[config.mk]
export PLATFORM = sky130hd
export DESIGN_NAME = tx_scrambler_128b130b
export DESIGN_NICKNAME = d
export VERILOG_FILES = /design/src/rtl/tx_scrambler_128b130b.sv
export SDC_FILE = /design/constraint.sdc
export NUM_CORES = 1
export LEC_CHECK = 0
export CAP_MARGIN = 30
export CORE_ASPECT_RATIO = 1.5
export CORE_MARGIN = 4
export CORE_UTILIZATION = 30
export CTS_BUF_LIST = sky130_fd_sc_hd__clkbuf_8
export CTS_CLUSTER_SIZE = 14
export DETAILED_ROUTE_END_ITERATION = 8
export PLACE_DENSITY = 0.57
export SKIP_CTS_REPAIR_TIMING = 1
export SYNTH_ARGS = -nofsm -noshare
export SYNTH_HDL_FRONTEND = slang
export SYNTH_SLANG_ARGS = --single-unit
[constraint.sdc]
create_clock -name clk -period 5.7 [get_ports clk]
set_input_delay 0.57 -clock clk [delete_from_list [all_inputs] [get_ports clk]]
set_output_delay 0.57 -clock clk [all_outputs]
set_load 0.05 [all_outputs]
[src/rtl/tx_scrambler_128b130b.sv]
// tx_scrambler_128b130b: per-lane 128b/130b TX scrambler feeding Sync_Logic.
// Data-block symbols are scrambled with the Gen3+ LFSR (X^23+X^21+X^16+X^8+X^5+X^2+1).
// Ordered-set symbols pass clear. SKP blocks freeze the LFSR. EIEOS reseeds it at the block end.
// Optional feature macro: TX_SCR_BYPASS_EN adds scr_bypass, which passes data blocks unscrambled.
module tx_scrambler_128b130b #(
  parameter int unsigned SYMBOL_WIDTH = 8,
  parameter int unsigned CNT_WIDTH    = 4,
  parameter int unsigned LFSR_WIDTH   = 23,
  parameter logic [LFSR_WIDTH-1:0] LANE_SEED = LFSR_WIDTH'(23'h1DBFBC)
) (
  input  logic                    clk,
  input  logic                    rst,
  input  logic                    enable,
`ifdef TX_SCR_BYPASS_EN
  input  logic                    scr_bypass,
`endif
  input  logic [SYMBOL_WIDTH-1:0] in_data,
  input  logic                    block_type,
  input  logic [CNT_WIDTH-1:0]    symbol_cnt,
  input  logic                    back_pressure,
  output logic [SYMBOL_WIDTH-1:0] scrambled_data,
  output logic                    sync_sel,
  output logic [LFSR_WIDTH-1:0]   lfsr_state
);

  localparam logic [LFSR_WIDTH-1:0]   LFSR_MASK = LFSR_WIDTH'(23'h210125);
  localparam logic [CNT_WIDTH-1:0]    CNT_FIRST = '0;
  localparam logic [CNT_WIDTH-1:0]    CNT_LAST  = '1;
  localparam logic [SYMBOL_WIDTH-1:0] SKP_SYM   = SYMBOL_WIDTH'(8'hAA);
  localparam logic [SYMBOL_WIDTH-1:0] EIEOS_SYM = SYMBOL_WIDTH'(8'h00);

  typedef enum logic [1:0] {
    OS_NONE  = 2'd0,
    OS_SKP   = 2'd1,
    OS_EIEOS = 2'd2,
    OS_OTHER = 2'd3
  } os_kind_t;

  logic [LFSR_WIDTH-1:0]   lfsr_q, lfsr_d;
  logic                    blk_os_q, blk_os_d;
  os_kind_t                os_kind_q, os_kind_d;
  logic                    reseed_pend_q, reseed_pend_d;

  logic                    advance;
  logic                    first_sym;
  logic                    last_sym;
  logic                    cur_os;
  os_kind_t                sym0_kind;
  os_kind_t                cur_kind;
  logic                    bypass;
  logic [LFSR_WIDTH-1:0]   lfsr_walk;
  logic [SYMBOL_WIDTH-1:0] scr_byte;

`ifdef TX_SCR_BYPASS_EN
  assign bypass = scr_bypass;
`else
  assign bypass = 1'b0;
`endif

  // State register: LFSR, block-type latch, ordered-set kind and pending reseed.
  always_ff @(posedge clk or negedge rst) begin
    if (!rst) begin
      lfsr_q        <= LANE_SEED;
      blk_os_q      <= 1'b0;
      os_kind_q     <= OS_NONE;
      reseed_pend_q <= 1'b0;
    end else begin
      lfsr_q        <= lfsr_d;
      blk_os_q      <= blk_os_d;
      os_kind_q     <= os_kind_d;
      reseed_pend_q <= reseed_pend_d;
    end
  end

  // Symbol classification and 8-step bit-serial LFSR walk for the current byte.
  always_comb begin
    advance   = enable & ~back_pressure;
    first_sym = (symbol_cnt == CNT_FIRST);
    last_sym  = (symbol_cnt == CNT_LAST);
    cur_os    = first_sym ? block_type : blk_os_q;

    if (in_data == SKP_SYM)        sym0_kind = OS_SKP;
    else if (in_data == EIEOS_SYM) sym0_kind = OS_EIEOS;
    else                           sym0_kind = OS_OTHER;

    if (first_sym) cur_kind = block_type ? sym0_kind : OS_NONE;
    else           cur_kind = os_kind_q;

    lfsr_walk = lfsr_q;
    scr_byte  = '0;
    for (int i = 0; i < int'(SYMBOL_WIDTH); i++) begin
      scr_byte[i] = in_data[i] ^ lfsr_walk[LFSR_WIDTH-1];
      lfsr_walk   = {lfsr_walk[LFSR_WIDTH-2:0], 1'b0} ^
                    (lfsr_walk[LFSR_WIDTH-1] ? LFSR_MASK : '0);
    end
  end

  // Next state: advance/freeze/reseed the LFSR and track block attributes on consumed symbols.
  always_comb begin
    lfsr_d        = lfsr_q;
    blk_os_d      = blk_os_q;
    os_kind_d     = os_kind_q;
    reseed_pend_d = reseed_pend_q;

    if (advance) begin
      if (last_sym && (reseed_pend_q || (cur_os && cur_kind == OS_EIEOS))) begin
        lfsr_d = LANE_SEED;
      end else if (!(cur_os && cur_kind == OS_SKP)) begin
        lfsr_d = lfsr_walk;
      end

      if (first_sym) begin
        blk_os_d      = block_type;
        os_kind_d     = cur_kind;
        reseed_pend_d = cur_os && (cur_kind == OS_EIEOS);
      end

      if (last_sym) begin
        os_kind_d     = OS_NONE;
        reseed_pend_d = 1'b0;
      end
    end
  end

  // Zero-latency outputs to Sync_Logic; forced to reset values while rst is asserted.
  always_comb begin
    scrambled_data = '0;
    sync_sel       = 1'b1;
    if (rst) begin
      sync_sel = ~cur_os;
      if (enable) begin
        scrambled_data = (cur_os || bypass) ? in_data : scr_byte;
      end
    end
  end

  assign lfsr_state = lfsr_q;

endmodule

==> results.md, run 1 <==
- The slowest stage of the critical path belongs to the cell sky130_fd_sc_hd__clkdlybuf4s50_1.
- Setup total negative slack on the finished layout was measured at 0 ns.
- The maximum buffer depth of the clock tree is 2.
- The initial cell density of the core is 0.310.
- The floorplan die area is 6980 um2.
- Across all layers, the routed design uses 1342 vias.
- Counting I/O delays and the setup requirement, the final critical path takes 3.96 ns.
- The number of rows in the core area is 33.
- The clock latency on the worst-skew pair is 0.27 ns.
- Yosys mapped the design onto 35 distinct sky130hd cell types.
- The area growth from synthesis to layout is 36.0%.
- For the pin with the worst max-slew slack, the measured transition is 0.764 ns.
- The start point of the critical path is symbol_cnt[3].
- The sum of routed wire length over all layers is 4220 um.
- The commonest non-fill, non-tap cell in the layout is sky130_fd_sc_hd__clkdlybuf4s50_1.
- The HPWL after detailed placement is 3220 um.
- The relative slew slack is 0.486.
- The worst register-to-register path begins at lfsr_state[21].
- The die extent in x is 69.5 um.
- The area of the core region is 5490 um2.
- The area of the multi-input gates is 953 um2.
- Yosys printed 0 warnings.
- The post-detailed-route DRC marker count is 0.
- The setup path with the least slack is of type in2out.
- In this run, synthesis produced a sequential element count of 27.
- Before CTS, the worst setup slack after placement is 1.72 ns.
- The max-capacitance violation count is 0.
- The fraction of layout instances using a drive strength above 1 is 0.155.
- Clock tree synthesis inserted a total of 3 buffers.
- The clock transition at the register clock pins on the worst setup and hold paths after CTS is 0.09 ns.
- Setup violations remaining at the end of the flow were counted as 0.
- The level count of the clock H-tree is 1.
- Port buffering added 48 buffers.
- The worst register-to-register path has a depth of 5.
- Dividing the final minimum period by the clock period gives 0.694.
- The startpoint identified for the worst hold timing path is reseed_pend_q.
- The wire length of the first global-routing pass is 7170 um.
- The cell taking the most area after synthesis is sky130_fd_sc_hd__dfstp_2.
- The final-report hold violation count is 0.
- Summing all flip-flop and latch instances after layout gives 696 um2.
- The arrival time at the worst endpoint is 3.39 ns.
- The maximum single-stage delay on the critical path is 0.83 ns.
- Counting every net in the synthesized netlist gives 175.
- The worst hold path passes through 2 cells.
- The upper clock frequency limit is 253 MHz.
- The number of antenna violations at the first check in global routing is 0.
- The detailed router's first-iteration violation count is 45.
- The run finished with clean final reports.
- Yosys attributes the largest share of cell area to sky130_fd_sc_hd__dfstp_2 (25%), sky130_fd_sc_hd__dfrtp_1 (16%), sky130_fd_sc_hd__xnor2_1 (10%).
- Hold timing on the final database bottoms out at a slack of 0.502 ns.
- The share of the synthesized area in the top cell type is 0.247.
- Entering global routing, the biggest net connects 30 pins.
- Walking the worst path, the cells encountered are clkdlybuf4s50_1 -> nor4_4 -> mux2_2 -> or3_1 -> a21oi_1 -> clkdlybuf4s50_1.
- The total routing resource utilization after global routing is 0.130.
- For the final database, setup skew stands at 0.00490 ns.
- The clock root buffer master is sky130_fd_sc_hd__clkbuf_8.
- The average vias per placed instance is 4.84.
- The count of pins over their slew limit is 0.
- STA classifies the critical path endpoint as an output port.
- The critical path launch point type is an input pin.
- Of all nets on the critical path, the largest fanout is 13.
- In the layout the commonest cells are sky130_fd_sc_hd__clkdlybuf4s50_1 (48), sky130_fd_sc_hd__xnor2_1 (20), sky130_fd_sc_hd__dfstp_2 (16), sky130_fd_sc_hd__a2bb2oi_1 (14), sky130_fd_sc_hd__nand2_1 (13).
- At the worst endpoint, the required time is 5.13 ns.
- After global routing the overflow that remains totals 0.
- The most numerous cell type found on the critical path is sky130_fd_sc_hd__clkdlybuf4s50_1.
- The routed length per placed instance is 15.2 um.
- Synthesis produced a netlist whose cell count is 158.
- The net count of the finished layout is 225.
- The count of antenna diodes in the layout is 0.
- In this run the vertical extent of the chip is 100 um.
- The share of synthesized area occupied by flip-flops and latches is 0.408.
- At the end of the flow the core is filled with cells to 0.422.
- For this run, the detailed router's first-pass iteration total came to 4.
- The number of global-route vias before repair is 1376.
- The path type of the worst min-delay path is reg2reg.
- Setup repair after global routing left no endpoint under its margin.
- The clock drives 27 sinks.
- For this design the top-level I/O count stands at 49.
- After synthesis the cells add up to 1700 um2.
- TritonCTS built the clock tree.
- The routability congestion estimate is 0.730.
- Dividing the synthesized area by the synthesized cell count gives 10.8 um2.
- The worst setup margin is 1.74 ns.
- The total of fill cells in the finished design is 564.
- The detail route stage leaves a number of antenna-violating nets equal to 0.
## synth_stat cells
master and instances:
sky130_fd_sc_hd__xnor2_1 20, sky130_fd_sc_hd__dfstp_2 16, sky130_fd_sc_hd__a2bb2oi_1 14, sky130_fd_sc_hd__nand2_1 13, sky130_fd_sc_hd__dfrtp_1 11, sky130_fd_sc_hd__xor2_1 10, sky130_fd_sc_hd__inv_1 7, sky130_fd_sc_hd__o21ai_0 7
sky130_fd_sc_hd__a21oi_1 6, sky130_fd_sc_hd__nor2_1 6, sky130_fd_sc_hd__o22ai_1 6, sky130_fd_sc_hd__or3_1 6, sky130_fd_sc_hd__buf_2 5, sky130_fd_sc_hd__nand4_1 3, sky130_fd_sc_hd__xnor2_4 3, sky130_fd_sc_hd__and4_1 2
sky130_fd_sc_hd__nand3b_1 2, sky130_fd_sc_hd__nor4_1 2, sky130_fd_sc_hd__o22a_1 2, sky130_fd_sc_hd__xor2_4 2, sky130_fd_sc_hd__a21boi_0 1, sky130_fd_sc_hd__a21boi_2 1, sky130_fd_sc_hd__a22oi_1 1, sky130_fd_sc_hd__clkbuf_1 1
sky130_fd_sc_hd__mux2_2 1, sky130_fd_sc_hd__mux2i_1 1, sky130_fd_sc_hd__nand2b_1 1, sky130_fd_sc_hd__nand3_1 1, sky130_fd_sc_hd__nand4b_1 1, sky130_fd_sc_hd__nor2b_1 1, sky130_fd_sc_hd__nor3_2 1, sky130_fd_sc_hd__nor4_4 1
sky130_fd_sc_hd__o2bb2ai_1 1, sky130_fd_sc_hd__or4_1 1, sky130_fd_sc_hd__xor2_2 1
## cells by family after synthesis
logic type,Yosys count,synth area share
DFF,27,0.408
buffers and inverters,13,0.0323
and+or+nand+nor,41,0.140
xor gates and xnor gates,36,0.244
AOI/OAI and AO/OA,39,0.163
muxes,2,0.0125
## routing by layer
metal / share of wire / up-vias / global-route usage
li1: - / 664 / -
met1: 0.42 / 638 / 0.152
met2: 0.52 / 36 / 0.231
met3: 0.038 / 4 / 0.0220
met4: 0.020 / 0 / 0.0586
met5: 0 / - / 0
## area by class of cell
| class | count | share of cell area |
|---|---|---|
| clock buffers | 3 | 0.0178 |
| repair buffers | 51 | 0.220 |
| flip-flops and latches | 27 | 0.300 |
| well taps | 70 | 0.0378 |
| multi-input cells | 118 | 0.411 |
| clock inverters | 1 | 0.00162 |
| inverters | 7 | 0.0113 |
## metrics by stage
step | std cells | instance area, um2
after global routing | 277 | 2320
after floorplan | 158 | 1700
final | 277 | 2320
after CTS | 277 | 2320
after global placement | 271 | 2250
after detailed placement | 273 | 2270
## state kept, by name, indices dropped and copies added, names as in the netlist
signal and flops:
lfsr_state 23, os_kind_q 2, blk_os_q 1, reseed_pend_q 1
## path summary, 6_finish.rpt
kind                                endpoint  slack, ns
min reg2reg                    reseed_pend_q       0.50
min in group asynchronous      lfsr_state[1]       0.68
max in group asynchronous     lfsr_state[15]       4.70
max                        scrambled_data[6]       1.74
max reg2reg                   lfsr_state[21]       3.79
min                            reseed_pend_q       0.50
## critical path, delay by kind of cell
family	cells	cell delay, ns
buf+inv	2	1.30
simple gates	2	0.87
mux	1	0.48
compound gates	1	0.16
Power of run 1 is left out: the tool's default activity adds up to more than one toggle a clock period on the data nets, which glitch-free logic cannot reach.
==> inputs of run 2 (changes only) <==
==> constraint.sdc (replaced) <==
create_clock -name clk -period 4.02 [get_ports clk]
set_input_delay 0.402 -clock clk [delete_from_list [all_inputs] [get_ports clk]]
set_output_delay 0.402 -clock clk [all_outputs]
set_load 0.05 [all_outputs]
==> run 2 against run 1 <==
Effect of this change: global-route usage decreased by 0.73 points; clock-buffer cell count unchanged; flip-flop and latch count unchanged; die area unchanged; cell count increased by 0.36%; design area decreased by 0.11%; non-clock buffer count increased by 1; setup slack got worse by 1.1 ns; highest routed layer unchanged.
==> results.md, run 2 (synthesis results as in run 1) <==
- The maximum single-stage delay on the critical path came to 0.82 ns (about the same).
- The number of top-level design ports is 49 (unchanged).
- The CTS tree is built.
- The routability congestion estimate is 0.801 (+9.7%).
- The worst setup path is captured at an output port.
- The count of buffers from port buffering is 48 (unchanged).
- The count of pins over their slew limit is 0 (unchanged).
- The flip-flop count of the largest register after layout came to 23 (unchanged).
- The upper clock frequency limit is 295 MHz.
- The clock latency on the worst-skew pair is 0.26 ns (about the same).
- The number of clock buffers inserted by TritonCTS is 3 (unchanged).
- The maximum buffer depth of the clock tree is 2 (unchanged).
- The worst-case clock skew came to 0.00447 ns (-0.000437 ns).
- The die extent in x is 69.5 um (unchanged).
- The number of cells on the worst hold path is 2 (unchanged).
- The clock transition at the register clock pins on the worst setup and hold paths after CTS is 0.09 ns (about the same).
- The ratio of final minimum period to clock period is 0.845.
- The transition time of the tightest slew-check pin came to 0.661 ns (-0.103 ns).
- The number of global-route vias before repair was 1354 (-1.6%).
- The area of the multi-input gates is 953 um2 (unchanged).
- The setup path with the least slack is of type in2out.
- The number of iterations in the first detailed-routing pass is 4 (unchanged).
- The cell family contributing the most delay on the critical path is buffers and inverters.
- The routed length on met3 is 212 um (+33%).
- STA classifies the critical path startpoint as an input pin.
- The share of the core filled with cells in the final layout is 0.422 (-0.000456).
- The final-layout worst hold slack is 0.502 ns (-0.000366 ns).
- The sum of buffers and inverters on the critical path came to 2 (unchanged).
- Traced cell by cell, the critical path runs through clkdlybuf4s50_1 -> nor4_4 -> mux2_2 -> or3_1 -> a21oi_1 -> clkdlybuf4s50_1.
- The level count of the clock H-tree is 1 (unchanged).
- The count of antenna diodes in the layout came to 0 (unchanged).
- The final-report hold violation count came to 0 (unchanged).
- The area of the core region is 5490 um2 (unchanged).
- The number of antenna violations at the first check in global routing came to 0 (unchanged).
- The number of antenna-violating nets in the routed design is 0 (unchanged).
- The remaining global-route overflow came to 0 (unchanged).
- The maximum number of pins on one net before global-route repair is 29 (-3.3%).
- The final setup violation count was 0 (unchanged).
- The met1 wire length came to 1810 um (+1.2%).
- The layout-stage area growth over the synthesis result is 35.9%.
- The fraction of layout instances using a drive strength above 1 is 0.163 (+0.00887).
- The vertical die dimension is 100 um (unchanged).
- The total routing resource utilization after global routing was 0.123 (-0.00730).
- The routed length per placed instance is 15.0 um (-1.3%).
- The total length of routed met2 wires was 2100 um (-3.5%).
- The max-capacitance violation count is 0 (unchanged).
- The total of fill cells in the finished design came to 569 (+0.89%).
- The clock net sink count is 27 (unchanged).
- The sum of routed wire length over all layers was 4180 um (-0.97%).
- The floorplan die area is 6980 um2 (unchanged).
- The vias after detailed routing is 1364 (+1.6%).
- The number of rows in the core area was 33 (unchanged).
- The arrival time at the worst endpoint is 2.99 ns (-0.40 ns).
- The worst-path maximum fanout was 13 (unchanged).
- The run finished with clean final reports.
- The total negative setup slack is 0 ns (unchanged).
- The HPWL after detailed placement is 3200 um (-0.55%).
- The library cell used most frequently in the layout, excluding fill and tap cells, is sky130_fd_sc_hd__clkdlybuf4s50_1.
- The initial cell density of the core is 0.310 (unchanged).
- The topmost layer with routed signal wires is met4.
- The cell depth of the worst setup path is 6 (unchanged).
- The post-detailed-route DRC marker count is 0 (unchanged).
- Among the stages of the critical path, the cell type that occurs most often is sky130_fd_sc_hd__clkdlybuf4s50_1.
- The path type of the worst min-delay path is reg2reg.
- The wire length of the first global-routing pass is 6940 um (-3.2%).
- The data required time of the worst path is 3.62 ns (-1.51 ns).
- The worst-case reg-to-reg path depth came to 5 (unchanged).
- Setup repair after global routing left no endpoint under its margin.
- The cell at the slowest stage of the critical path is sky130_fd_sc_hd__clkdlybuf4s50_1.
- The relative slew slack was 0.555 (+0.0690).
- The worst path in the final design needs a cycle of 3.40 ns, including I/O delays and setup.
- The average vias per placed instance is 4.91 (+1.3%).
- The flip-flop and latch area is 696 um2 (unchanged).
- The clock root buffer master is sky130_fd_sc_hd__clkbuf_8.
- In the layout the commonest cells are sky130_fd_sc_hd__clkdlybuf4s50_1 (47), sky130_fd_sc_hd__xnor2_1 (20), sky130_fd_sc_hd__dfstp_2 (16), sky130_fd_sc_hd__a2bb2oi_1 (14), sky130_fd_sc_hd__nand2_1 (13).
- The detailed router's first-iteration violation count came to 66 (+47%).
- The final net count is 226 (+0.44%).
run 2: through the flow:
stage	instance area, um2	std cells	setup WS [ns]
3_5_place_dp	2270	274	0.618
3_3_place_gp	2270	274	0.648
2_1_floorplan	1700	158	1.02
6_report	2320	278	0.625
5_1_grt	2320	278	0.506
4_1_cts	2320	278	0.612
run 2: area by class of cell:
type / count / area share
timing repair buffer: 52 / 0.219
multi-input combinational: 118 / 0.412
sequential: 27 / 0.300
tap: 70 / 0.0378
inverter: 7 / 0.0113
clock buffer: 3 / 0.0178
clock inverter: 1 / 0.00162
run 2: path summary, 6_finish.rpt:
path / endpoint / from / slack (ns)
max: scrambled_data[4] / symbol_cnt[3] / 0.62
min: os_kind_q[1] / os_kind_q[1] / 0.50
max reg2reg: lfsr_state[21] / lfsr_state[21] / 2.08
min reg2reg: os_kind_q[1] / os_kind_q[1] / 0.50
max in group asynchronous: lfsr_state[12] / rst / 3.16
min in group asynchronous: lfsr_state[1] / rst / 0.55
run 2: worst register-to-register path: stages (launching register included):
cell and delay, ns:
sky130_fd_sc_hd__dfrtp_1 0.63, sky130_fd_sc_hd__xnor2_4 0.18, sky130_fd_sc_hd__xnor2_4 0.31, sky130_fd_sc_hd__xor2_2 0.45
sky130_fd_sc_hd__xnor2_1 0.17, sky130_fd_sc_hd__o22ai_1 0.08
run 2: per-layer routing:
layer  vias to the layer above  track usage
met5                         -            0
met4                         0       0.0406
met3                         2       0.0240
met2                        42        0.218
met1                       653        0.147
li1                        667            -
Power of run 2 is left out for the same reason.
